**src/rtl/sys_bus_ctrl_ws_pkg.sv**
```systemverilog
// Shared definitions for the wait-stated system bus controller: FSM encoding,
// CPU address-source select, FRAM defaults and the alignment helper.
package sys_bus_pkg;

  localparam int unsigned FRAM_BASE_DEF = 32'h0000_4000;
  localparam int unsigned FRAM_WS_DEF   = 1;
  localparam int          WS_W          = 3;

  typedef enum logic [1:0] {
    IDLE    = 2'd0,
    CPU_ACC = 2'd1,
    DMA_ACC = 2'd2
  } bus_state_e;

  typedef enum logic [1:0] {
    SRC_INT  = 2'd0,
    SRC_PC   = 2'd1,
    SRC_ADDR = 2'd2
  } bus_src_e;

  // A word access must sit on an even address.
  function automatic logic word_misaligned(input logic bw, input logic a0);
    return !bw && a0;
  endfunction

endpackage

```
**src/rtl/sys_bus_ctrl_ws_counter.sv**
```systemverilog
// Wait-state counter: loads at an accept edge, counts down while an access
// is stretched, and reports zero both now and after the coming edge.
module bus_ws_counter
  import sys_bus_pkg::*;
(
  input  logic            clk,
  input  logic            reset,
  input  logic            load,
  input  logic [WS_W-1:0] load_val,
  input  logic            dec,
  output logic            zero,
  output logic            zero_next
);

  logic [WS_W-1:0] cnt;
  logic [WS_W-1:0] cnt_d;

  always_comb begin
    cnt_d = cnt;
    if (load)
      cnt_d = load_val;
    else if (dec && cnt != '0)
      cnt_d = cnt - WS_W'(1);
  end

  always_ff @(posedge clk) begin
    if (reset)
      cnt <= '0;
    else
      cnt <= cnt_d;
  end

  assign zero      = (cnt == '0);
  assign zero_next = (cnt_d == '0);

endmodule

```
**src/rtl/sys_bus_ctrl_ws.sv**
```systemverilog
// Registered CPU/DMA memory bus controller with FRAM wait states.
// Optional macro BUS_ALIGN_CHK_EN: word accesses to odd addresses are forced even and flag bus_err.
module sys_bus_ctrl_ws
  import sys_bus_pkg::*;
#(
  parameter int          ADDR_W        = 16,
  parameter int          DATA_W        = 16,
  parameter logic [ADDR_W-1:0] FRAM_BASE = ADDR_W'(FRAM_BASE_DEF),
  parameter int unsigned FRAM_WS       = FRAM_WS_DEF,
  parameter int          DMA_MAX_BURST = 4
) (
  input  logic              MCLK,
  input  logic              reset,
  input  logic              INTACK,
  input  logic              IdxF,
  input  logic              IF,
  input  logic              Mem,
  input  logic              Ex,
  input  logic              IW6,
  input  logic              BWin,
  input  logic [ADDR_W-1:0] PCnt,
  input  logic [ADDR_W-1:0] Addr,
  input  logic [ADDR_W-1:0] IntAddr,
  input  logic [DATA_W-1:0] result,
  input  logic              dma_req,
  input  logic [ADDR_W-1:0] dma_addr,
  input  logic [DATA_W-1:0] dma_wdata,
  input  logic              dma_we,
  input  logic              dma_bw,
  output logic [ADDR_W-1:0] MAB,
  output logic [DATA_W-1:0] MDBout,
  output logic              MW,
  output logic              BW,
  output logic              MREQ,
  output logic              MSTB,
  output logic              cpu_stall,
  output logic              dma_gnt,
  output logic              dma_done,
  output logic              bus_err,
  output logic [1:0]        dbg_state
);

  // Handshake: a CPU phase flag or dma_req is a level request sampled only at
  // accept edges (IDLE or the final cycle); dma_req stays high until dma_done.
  // MSTB marks the single cycle in which memory commits or returns data.

  localparam int BURST_W = $clog2(DMA_MAX_BURST + 1);
  localparam logic [BURST_W-1:0] MAX_B     = BURST_W'(DMA_MAX_BURST);
  localparam logic [WS_W-1:0]    FRAM_WS_V = WS_W'(FRAM_WS);

  bus_state_e        state;
  logic [BURST_W-1:0] burst_cnt;
  logic [BURST_W-1:0] burst_eff;
  logic              acc_err;

  logic              cpu_req;
  bus_src_e          cpu_src;
  logic [ADDR_W-1:0] cpu_addr;
  logic              cpu_we;
  logic              final_cyc;
  logic              accept;
  logic              cpu_wins;
  logic              dma_wins;
  logic [ADDR_W-1:0] nxt_addr;
  logic [ADDR_W-1:0] nxt_mab;
  logic [DATA_W-1:0] nxt_wdata;
  logic              nxt_we;
  logic              nxt_bw;
  logic              misalign;
  logic [WS_W-1:0]   ws_load;
  logic              ws_zero;
  logic              ws_zero_next;

  assign cpu_req = INTACK | IdxF | IF | Mem | Ex;
  assign cpu_we  = Ex & IW6 & ~(INTACK | IdxF | IF | Mem);

  always_comb begin
    cpu_src = SRC_ADDR;
    if (INTACK)
      cpu_src = SRC_INT;
    else if (IdxF || IF)
      cpu_src = SRC_PC;
    case (cpu_src)
      SRC_INT: cpu_addr = IntAddr;
      SRC_PC:  cpu_addr = PCnt;
      default: cpu_addr = Addr;
    endcase
  end

  assign final_cyc = (state != IDLE) && ws_zero;
  assign accept    = (state == IDLE) || final_cyc;

  // Count the DMA access finishing this cycle so the limit bites on time.
  assign burst_eff = (state == DMA_ACC && final_cyc && burst_cnt != MAX_B)
                   ? burst_cnt + BURST_W'(1) : burst_cnt;
  assign cpu_wins  = cpu_req && (!dma_req || burst_eff == MAX_B);
  assign dma_wins  = dma_req && !cpu_wins;

  always_comb begin
    if (dma_wins) begin
      nxt_addr  = dma_addr;
      nxt_wdata = dma_wdata;
      nxt_we    = dma_we;
      nxt_bw    = dma_bw;
    end else begin
      nxt_addr  = cpu_addr;
      nxt_wdata = cpu_we ? result : '0;
      nxt_we    = cpu_we;
      nxt_bw    = BWin;
    end
  end

`ifdef BUS_ALIGN_CHK_EN
  assign misalign = word_misaligned(nxt_bw, nxt_addr[0]);
`else
  assign misalign = 1'b0;
`endif

  assign nxt_mab = misalign ? {nxt_addr[ADDR_W-1:1], 1'b0} : nxt_addr;
  assign ws_load = ((dma_wins || cpu_wins) && nxt_addr >= FRAM_BASE) ? FRAM_WS_V : '0;

  bus_ws_counter u_ws (
    .clk       (MCLK),
    .reset     (reset),
    .load      (accept),
    .load_val  (ws_load),
    .dec       (!accept),
    .zero      (ws_zero),
    .zero_next (ws_zero_next)
  );

  always_ff @(posedge MCLK) begin
    if (reset) begin
      state     <= IDLE;
      burst_cnt <= '0;
      acc_err   <= 1'b0;
      MAB       <= '0;
      MDBout    <= '0;
      MW        <= 1'b0;
      BW        <= 1'b0;
      MREQ      <= 1'b0;
      MSTB      <= 1'b0;
      cpu_stall <= 1'b0;
      dma_gnt   <= 1'b0;
      dma_done  <= 1'b0;
      bus_err   <= 1'b0;
    end else if (accept) begin
      if (dma_wins || cpu_wins) begin
        state     <= dma_wins ? DMA_ACC : CPU_ACC;
        MAB       <= nxt_mab;
        MDBout    <= nxt_wdata;
        MW        <= nxt_we;
        BW        <= nxt_bw;
        MREQ      <= 1'b1;
        MSTB      <= ws_zero_next;
        cpu_stall <= dma_wins || !ws_zero_next;
        dma_gnt   <= dma_wins;
        dma_done  <= dma_wins && ws_zero_next;
        acc_err   <= misalign;
        bus_err   <= misalign && ws_zero_next;
      end else begin
        state     <= IDLE;
        MW        <= 1'b0;
        MREQ      <= 1'b0;
        MSTB      <= 1'b0;
        cpu_stall <= 1'b0;
        dma_gnt   <= 1'b0;
        dma_done  <= 1'b0;
        acc_err   <= 1'b0;
        bus_err   <= 1'b0;
      end
      if (cpu_wins || !cpu_req)
        burst_cnt <= '0;
      else
        burst_cnt <= burst_eff;
    end else begin
      // Wait cycle: address, data and controls hold; only the strobes move.
      MSTB      <= ws_zero_next;
      cpu_stall <= (state == DMA_ACC) || !ws_zero_next;
      dma_done  <= (state == DMA_ACC) && ws_zero_next;
      bus_err   <= acc_err && ws_zero_next;
      if (!cpu_req)
        burst_cnt <= '0;
    end
  end

  assign dbg_state = state;

endmodule
```
**config.mk**
```make
export PLATFORM = sky130hd
export DESIGN_NAME = sys_bus_ctrl_ws
export DESIGN_NICKNAME = d
export VERILOG_FILES = /design/src/rtl/sys_bus_ctrl_ws_pkg.sv /design/src/rtl/sys_bus_ctrl_ws_counter.sv /design/src/rtl/sys_bus_ctrl_ws.sv
export SDC_FILE = /design/constraint.sdc
export NUM_CORES = 1
export LEC_CHECK = 0
export ABC_AREA = 1
export BUFFER_PORTS_ARGS = -buffer_cell sky130_fd_sc_hd__buf_2
export CORE_MARGIN = 5
export CORE_UTILIZATION = 24
export DETAILED_ROUTE_END_ITERATION = 6
export MAX_ROUTING_LAYER = met4
export PLACE_DENSITY_LB_ADDON = 0.25
export SYNTH_ARGS = -nofsm -noshare
export SYNTH_HDL_FRONTEND = slang
export SYNTH_SLANG_ARGS = --single-unit
```
**constraint.sdc**
```tcl
create_clock -name MCLK -period 3.4 [get_ports MCLK]
set_clock_uncertainty 0.15 [all_clocks]
set_input_delay 0.17 -clock MCLK [delete_from_list [all_inputs] [get_ports MCLK]]
set_output_delay 0.17 -clock MCLK [all_outputs]
set_load 0.05 [all_outputs]
```
==> impl.org, run 1 <==
** Status
- The flow ran to the end, and the final reports show no timing, DRC or antenna violations.

** Finish
- Once layout is complete, the cells apart from fillers number 672.
- Most common library cell in the layout ignoring fill and taps :: sky130_fd_sc_hd__buf_2
- Cells with a size suffix above 1 make up around 40% of the layout.
- Core Util, Final :: between 30% and 40%
- The library cells used most frequently in the layout, excluding fill and tap cells, are sky130_fd_sc_hd__buf_2 (148), sky130_fd_sc_hd__nand2_1 (133), sky130_fd_sc_hd__dfxtp_1 (46), sky130_fd_sc_hd__nand3_1 (41), sky130_fd_sc_hd__inv_1 (37).
- After filler insertion, the fill cell instance count of the layout stands at about 1300.
- Final cell area excluding filler cells :: 0.00371 mm^2
- The final layout contains 640 nets.
- The repair_antennas step left the layout with diodes totalling 0.
- The area growth from synthesis to layout is 35.4%.

** Yosys
- The share of synthesized area in the top cell type comes to about a third.
- Total of flip-flops plus latches after synthesis :: 46
- Nets in the synthesized netlist :: 502
- Ranking of synthesized cells by area :: sky130_fd_sc_hd__dfxtp_1 (34%), sky130_fd_sc_hd__nand2_1 (18%), sky130_fd_sc_hd__nand3_1 (7.5%)
- Total of warnings raised by yosys :: 0
- Asr flop ratio synth :: 0%
- Library cell occupying the most area in the post-synthesis netlist :: sky130_fd_sc_hd__dfxtp_1
- Synthesized area divided by synthesized cell count :: between 7 and 8 um^2
- Area of the mapped netlist :: approximately 0.0027 mm^2
- Among all flip-flop cells after synthesis, the most frequent one is sky130_fd_sc_hd__dfxtp_1.
- Share of the yosys chip area belonging to registers :: about 34%
- Number of enable-type register cells in the synthesized netlist :: 0
- Synthesis produced roughly 400 cells.
- The number of different library cells used by synthesis comes to 35.

** Die
- Once the floorplan was initialized, standard cells occupied roughly a quarter of the core.
- Die ar. :: around 0.014 mm^2
- Core box area :: ~0.011 mm^2
- Number of ports placed on the die boundary :: 150
- After floorplanning, the core was divided into 39 placement rows.
- Measured along the y axis, the die boundary spans between 100 and 150 um.
- In this run the horizontal extent of the chip is between 100 and 150 um.

** Critical path
- Endpoint of the most critical setup path :: MAB[1]
- CP Capture Type :: register
- The worst register-to-register path begins at burst_cnt[0].
- Startpoint kind of the worst setup timing path :: register
- In this run the worst setup path begins at burst_cnt[0].
- Data on the critical path is required at its endpoint by around 3500 ps.
- R2r endpoint :: MAB[1]
- Max FO, Critical Path :: 20
- The critical path is of the register to register type.
- Worst Path Arrival :: 2610 ps
- Number of cells on the worst reg-to-reg path :: 14
- R2R setup slack :: between 800 and 900 ps

** Clock network
- Total clock sinks :: 46
- Count of cells resized by post-cts repair :: 0
- Worst-case clock buffer depth :: 2
- Clock-pin slew was measured on the worst setup and hold paths at 70 ps.
- The number of hold buffers added after CTS was 0.
- Num CTS Buffers :: 5
- The clock reaches the later pin of the worst-skew pair after between 200 and 300 ps.
- TritonCTS built the clock tree.
- CTS placed an instance of sky130_fd_sc_hd__clkbuf_16 at the clock tree root.
- The H-tree generated during clock tree synthesis spans 2 levels.
- Setup Fix Bufs, Post-CTS :: 0

** Placement
- Post-detailed-placement cell area :: 0.00356 mm^2
- Timing analysis after detailed placement gives a worst setup slack of approximately 870 ps.
- Routability-driven placement finished with a final weighted congestion of ~0.8.
- During placement, the flow inserted port buffers numbering between 100 and 150.
- Summed over all nets, the half-perimeter wirelength after detailed placement is a little under 7000 um.
- Number of placed cells counting well taps :: 664

** Global route
- The first global-routing pass estimated 13500 um of wire.
- After global routing the overflow that remains totals 0.
- The number of global-route vias before repair was 2866.
- The number of antenna violations at the first check in global routing is 0.
- Global-route usage over all layers :: between 10% and 20%
- Entering global routing, the biggest net connects 33 pins.

** Route
- The routed layout has approximately 3000 vias.
- In this run, the number of DRC markers left after iteration 0 of detailed routing was 87.
- Detailed Routing Iterations Pass 1 :: 4
- The routed design has approximately 8600 um of wire.
- Count of antenna-violating nets left after detailed routing :: 0
- After detailed routing, the average wire length per cell comes to around 13 um.
- After detailed routing, the number of vias per cell comes to between 4 and 5.
- After detailed routing, the number of remaining DRC violations is 0.

** Pwr
- Dividing total power by cell area gives a power density of around 570 mW/mm^2.
- Worst vdd ir :: 0.000254 V
- Power after layout :: 2.12 mW
- In this run the static leakage power is 1.93 nW.

** Timing
- The number of endpoints with negative hold slack in the final report came to 0.
- Worst hold slack :: 27.5 ps
- Timing would allow up to approximately 0.40 GHz.
- RSZ-0062 raised after global routing :: no
- Min setup slack post-route :: about 880 ps
- The worst path uses around three quarters of the clock period.
- Max Slew Vio Count :: 0
- Final setup fails :: 0
- Headroom to the max-slew limit :: between 50% and 60%
- Worst Tran Pin Value :: about 650 ps
- Total Negative Setup Slacks :: 0 ps
- The worst path in the final design needs a cycle of between 2000 and 3000 ps, including I/O delays and setup.

** Min path
- Min-delay worst type :: input pin to register
- Worst hold start :: dma_we

** Run
- Max capacitance violation total :: 0
[sequential cells by signal, indices dropped and copies added (netlist names)]
name and count:
MAB 16, MDBout 16, burst_cnt 3, u_ws.cnt 3
BW 1, MREQ 1, MSTB 1, MW 1
cpu_stall 1, dbg_state 1, dma_done 1, dma_gnt 1
[kinds of logic (layout without fill, tap and decap cells)]
family,count (synthesis),count (layout),share of synthesized area [%]
AO/OA/AOI/OAI,60,60,18.2
XOR/XNOR,1,1,0.320
adder cells (fa/ha/maj),4,4,1.83
buffers and inverters,64,203,10.6
flip-flops,46,46,33.6
other,1,1,0.137
AND/OR/NAND/NOR,214,214,35.2
[report_power, final]
group          switching, mW  internal [mW]
sequential            0.0502          0.632
clock                  0.210          0.273
combinational          0.679          0.272
[per-layer routing]
metal | GRT usage, % | vias to the layer above | share of wire (%)
li1 | - | 1539 | -
met1 | 16.3 | 1347 | 46
met2 | 21.0 | 59 | 49
met3 | 2.21 | 7 | 4.4
met4 | 2.22 | 0 | 0.65
met5 | - | - | 0
[Yosys cell counts, types with 4 or more instances]
| cell type | count |
|---|---|
| sky130_fd_sc_hd__a21oi_1 | 13 |
| sky130_fd_sc_hd__nand2_1 | 133 |
| sky130_fd_sc_hd__nor2_1 | 11 |
| sky130_fd_sc_hd__inv_2 | 4 |
| sky130_fd_sc_hd__dfxtp_1 | 46 |
| sky130_fd_sc_hd__buf_6 | 4 |
| sky130_fd_sc_hd__clkbuf_1 | 8 |
| sky130_fd_sc_hd__o211ai_2 | 9 |
| sky130_fd_sc_hd__a21oi_2 | 9 |
| sky130_fd_sc_hd__or2_2 | 11 |
| sky130_fd_sc_hd__ha_1 | 4 |
| sky130_fd_sc_hd__inv_1 | 37 |
| sky130_fd_sc_hd__o211ai_1 | 22 |
| sky130_fd_sc_hd__nand3_1 | 41 |
| sky130_fd_sc_hd__or2_1 | 5 |
| sky130_fd_sc_hd__buf_4 | 4 |
[worst min-delay path by stage]
stage | endpoint | slack [ps] | cells after the start
global route | MDBout[12] | 60 | 3
CTS | MW | 20 | 3
global placement | MDBout[1] | 310 | 2
finish | MW | 30 | 3
floorplan | MW | 200 | 2
detailed placement | MDBout[3] | 310 | 2
[final cells by class]
type                    count  area (um^2)  share of cell area, %
clock buffers               6          129                   3.48
repair buffers            153          778                   21.0
multi-input cells         280         1530                   41.2
well taps                 143          179                   4.83
inverters                  42          160                   4.32
clock inverters             2         13.8                  0.371
flip-flops and latches     46          921                   24.8
[critical path, cell delays in order, from the launching register on]
cell                       delay (ps)
sky130_fd_sc_hd__dfxtp_1          390
sky130_fd_sc_hd__inv_1             80
sky130_fd_sc_hd__ha_1             200
sky130_fd_sc_hd__nand2_1          120
sky130_fd_sc_hd__nand3_1          130
sky130_fd_sc_hd__nand2_1          100
sky130_fd_sc_hd__nand2_1           80
sky130_fd_sc_hd__nand2_1           70
sky130_fd_sc_hd__nor2_1            60
sky130_fd_sc_hd__a21oi_4          370
sky130_fd_sc_hd__buf_4            370
sky130_fd_sc_hd__nand2_1          100
sky130_fd_sc_hd__nand3_1           80
sky130_fd_sc_hd__o211ai_1          80
sky130_fd_sc_hd__inv_1             80
Note: power is estimated with default switching activity, not from simulation.
==> inputs of run 2 (changes only) <==
clock period = 2 ns   (was 3.4 ns; I/O delays follow)
==> impl.org, run 2 (synthesized netlist as in run 1, its figures left out) <==
** Global route
- The number of global-route vias before repair was approximately 3100.
- For this run the aggregate overflow at the end of global routing stands at 0.
- Entering global routing, the biggest net connects 33 pins.
- First-pass GRT wire length :: 14300 um
- Global-route usage over all layers :: roughly an eighth
- Number of antenna violations at the first check in global routing :: 0

** Status
- Violated checks :: negative setup slack
- Outcome :: complete, but fails checks

** Pwr
- The worst-case IR drop observed on VDD is 0.000471 V.
- The analysis attributes to cell leakage a power of approximately 2.4 nW.
- Pwr per Cell Area :: 916 mW/mm^2

** Critical path
- Top delay family on crit path :: buffers and inverters
- Of all nets on the critical path, the largest fanout is 17.
- Critical path buffers and inverters :: 5
- Type of the worst setup path :: register to register
- Among the stages of the critical path, the cell type that occurs most often is sky130_fd_sc_hd__inv_2.
- Worst path required time :: around 2000 ps
- Cell Chain, Critical Path :: inv_2 -> ha_4 -> inv_2 -> nor2_4 -> nand3_4 -> nand2_2 -> nand2_2 -> inv_2 -> nand3_4 -> o21bai_4 -> buf_6 -> a21oi_4 -> buf_12 -> o211ai_1 -> a21oi_1
- Max incr delay on CP :: between 300 and 400 ps
- For the worst setup path, the data arrival time is 2190 ps.
- Startpoint kind of the worst setup timing path :: register
- Among all stages on the critical path, the largest delay is contributed by sky130_fd_sc_hd__dfxtp_2.
- CP Capture Type :: register

** Timing
- Worst Tran Pin Value :: between 700 and 800 ps
- Headroom to the max-slew limit :: between 50 and 60%
- Setup repair after global routing could not meet its margin everywhere.
- Final period util :: 109%
- Final setup fails :: 39
- Derived from the worst setup path, the maximum achievable clock frequency is 0.458 GHz.
- Min Tclk post-route :: 2180 ps
- Hold violation total from the final report :: 0
- Max Slew Vio Count :: 0
- Min setup slack post-route :: -182 ps

** Min path
- Min-delay worst type :: input pin to register

** Clock network
- Num CTS Buffers :: 5
- Total clock sinks :: 46
- The clock passes through at most 2 buffers.
- H-tree Lvls :: 2
- The root buffer cell chosen for the clock tree is sky130_fd_sc_hd__clkbuf_16.
- CTS tree :: built
- Clock-pin transition on the worst setup and hold timing paths :: 60 ps
- Later-pin clock latency in the skew report :: 280 ps

** Die
- The region available for standard cell placement spans about 0.011 mm^2.
- Die ar. :: 0.0136 mm^2
- For this design the top-level I/O count stands at 150.
- Initial core utilization :: between 20% and 30%
- In this run the vertical extent of the chip is 117 um.
- The floorplan has 39 rows.
- The floorplan step set the die width to between 100 and 150 um.

** Route
- Count of antenna-violating nets left after detailed routing :: 0
- The first detailed-routing pass ran for 4 iterations.
- The first routing iteration left 87 violations.
- Final wirelength :: about 10000 um
- The routed layout has between 3000 and 4000 vias.
- In the routed design, unresolved DRC markers number 0.
- Mean routed wirelength per cell :: 13.7 um
- Post-DR vias/cell :: about 4.5

** Placement
- Detailed placement ended at an HPWL of approximately 7100 um.
- Final RePlAce weighted congestion :: 0.830
- Input and output buffers added on the ports amount to ~150.
- Post-place setup slack :: -328 ps

** Finish
- Fill cells in the final layout number approximately 1200.
- The repair_antennas step left the layout with diodes totalling 0.
- Relative to the synthesized area, the layout overhead comes to 70.5%.
- Leaving out fill and tap cells, the most frequent cell in the layout is sky130_fd_sc_hd__buf_2.
- Leading registers by flop count :: MAB: 16 flops, MDBout: 16 flops
- In the final layout, the share of cells above drive strength 1 is between 40% and 50%.
- The top cell types in the final layout, fill and taps aside, are sky130_fd_sc_hd__buf_2 (148), sky130_fd_sc_hd__nand2_1 (113), sky130_fd_sc_hd__dfxtp_1 (41), sky130_fd_sc_hd__inv_1 (32), sky130_fd_sc_hd__buf_4 (27).
- For this run, the post-layout net count is between 700 and 800.
- Cells fill between 40% and 50% of the core in the end.

** Run
- Across the run, the number of max-cap violations was 0.
run 2: path summary, 6_finish.rpt:
path | endpoint | slack, ps | startpoint | cells after the start
max | MDBout[5] | -180 | u_ws.cnt[1] | 15
min | MAB[12] | 5 | dma_addr[12] | 5
max reg2reg | MDBout[5] | -180 | u_ws.cnt[1] | 15
min reg2reg | MDBout[1] | 320 | MDBout[1] | 2
run 2: power by group:
part	total, mW	leakage (nW)	switching [mW]	internal [mW]
combinational	2.17	1.91	1.36	0.809
sequential	1.16	0.382	0.0849	1.08
clock	0.947	0.0781	0.355	0.592
total	4.28	2.37	1.80	2.48
run 2: metrics by stage:
stage	hold WS [ps]	area (um^2)	std cells	TNS (ps)	power, mW
CTS	1.23	4250	721	-3430	4.03
floorplan	132	2740	390	0	2.41
global route	5.61	4670	733	-9240	4.52
detailed placement	233	3710	681	-8700	2.91
global placement	222	3710	681	-5970	2.91
finish	5.24	4670	733	-5430	4.28
run 2: layer usage:
metal  GRT usage, %  up-vias  share of wire [%]
met5              -        -                  0
met4           3.36        0                1.7
met3           2.57       12                4.6
met2           22.9       76                 52
met1           15.7     1546                 42
li1               -     1652                  -
run 2: cell type report:
class / instances / area [um^2] / area share (%)
sequential: 46 / 930 / 19.9
clock inverter: 1 / 30.0 / 0.643
timing repair buffer: 214 / 1430 / 30.6
clock buffer: 7 / 133 / 2.84
multi-input combinational: 280 / 1800 / 38.6
tap: 143 / 179 / 3.83
inverter: 42 / 163 / 3.48
run 2: what timing repair did:
item                                   CTS  global route
gates resized for setup                 20            65
cloned                                   0             4
pin swaps                               14            22
endpoints found under the hold margin   26             0
hold buffers                            26             0
setup buffers                            6             9
setup endpoints to repair               38            44
run 2: worst min-delay path: cells and delay by family:
family | cells | cell delay, ps
buffers and inverters | 2 | 130
AND/OR/NAND/NOR | 2 | 90
AO/OA/AOI/OAI | 1 | 70
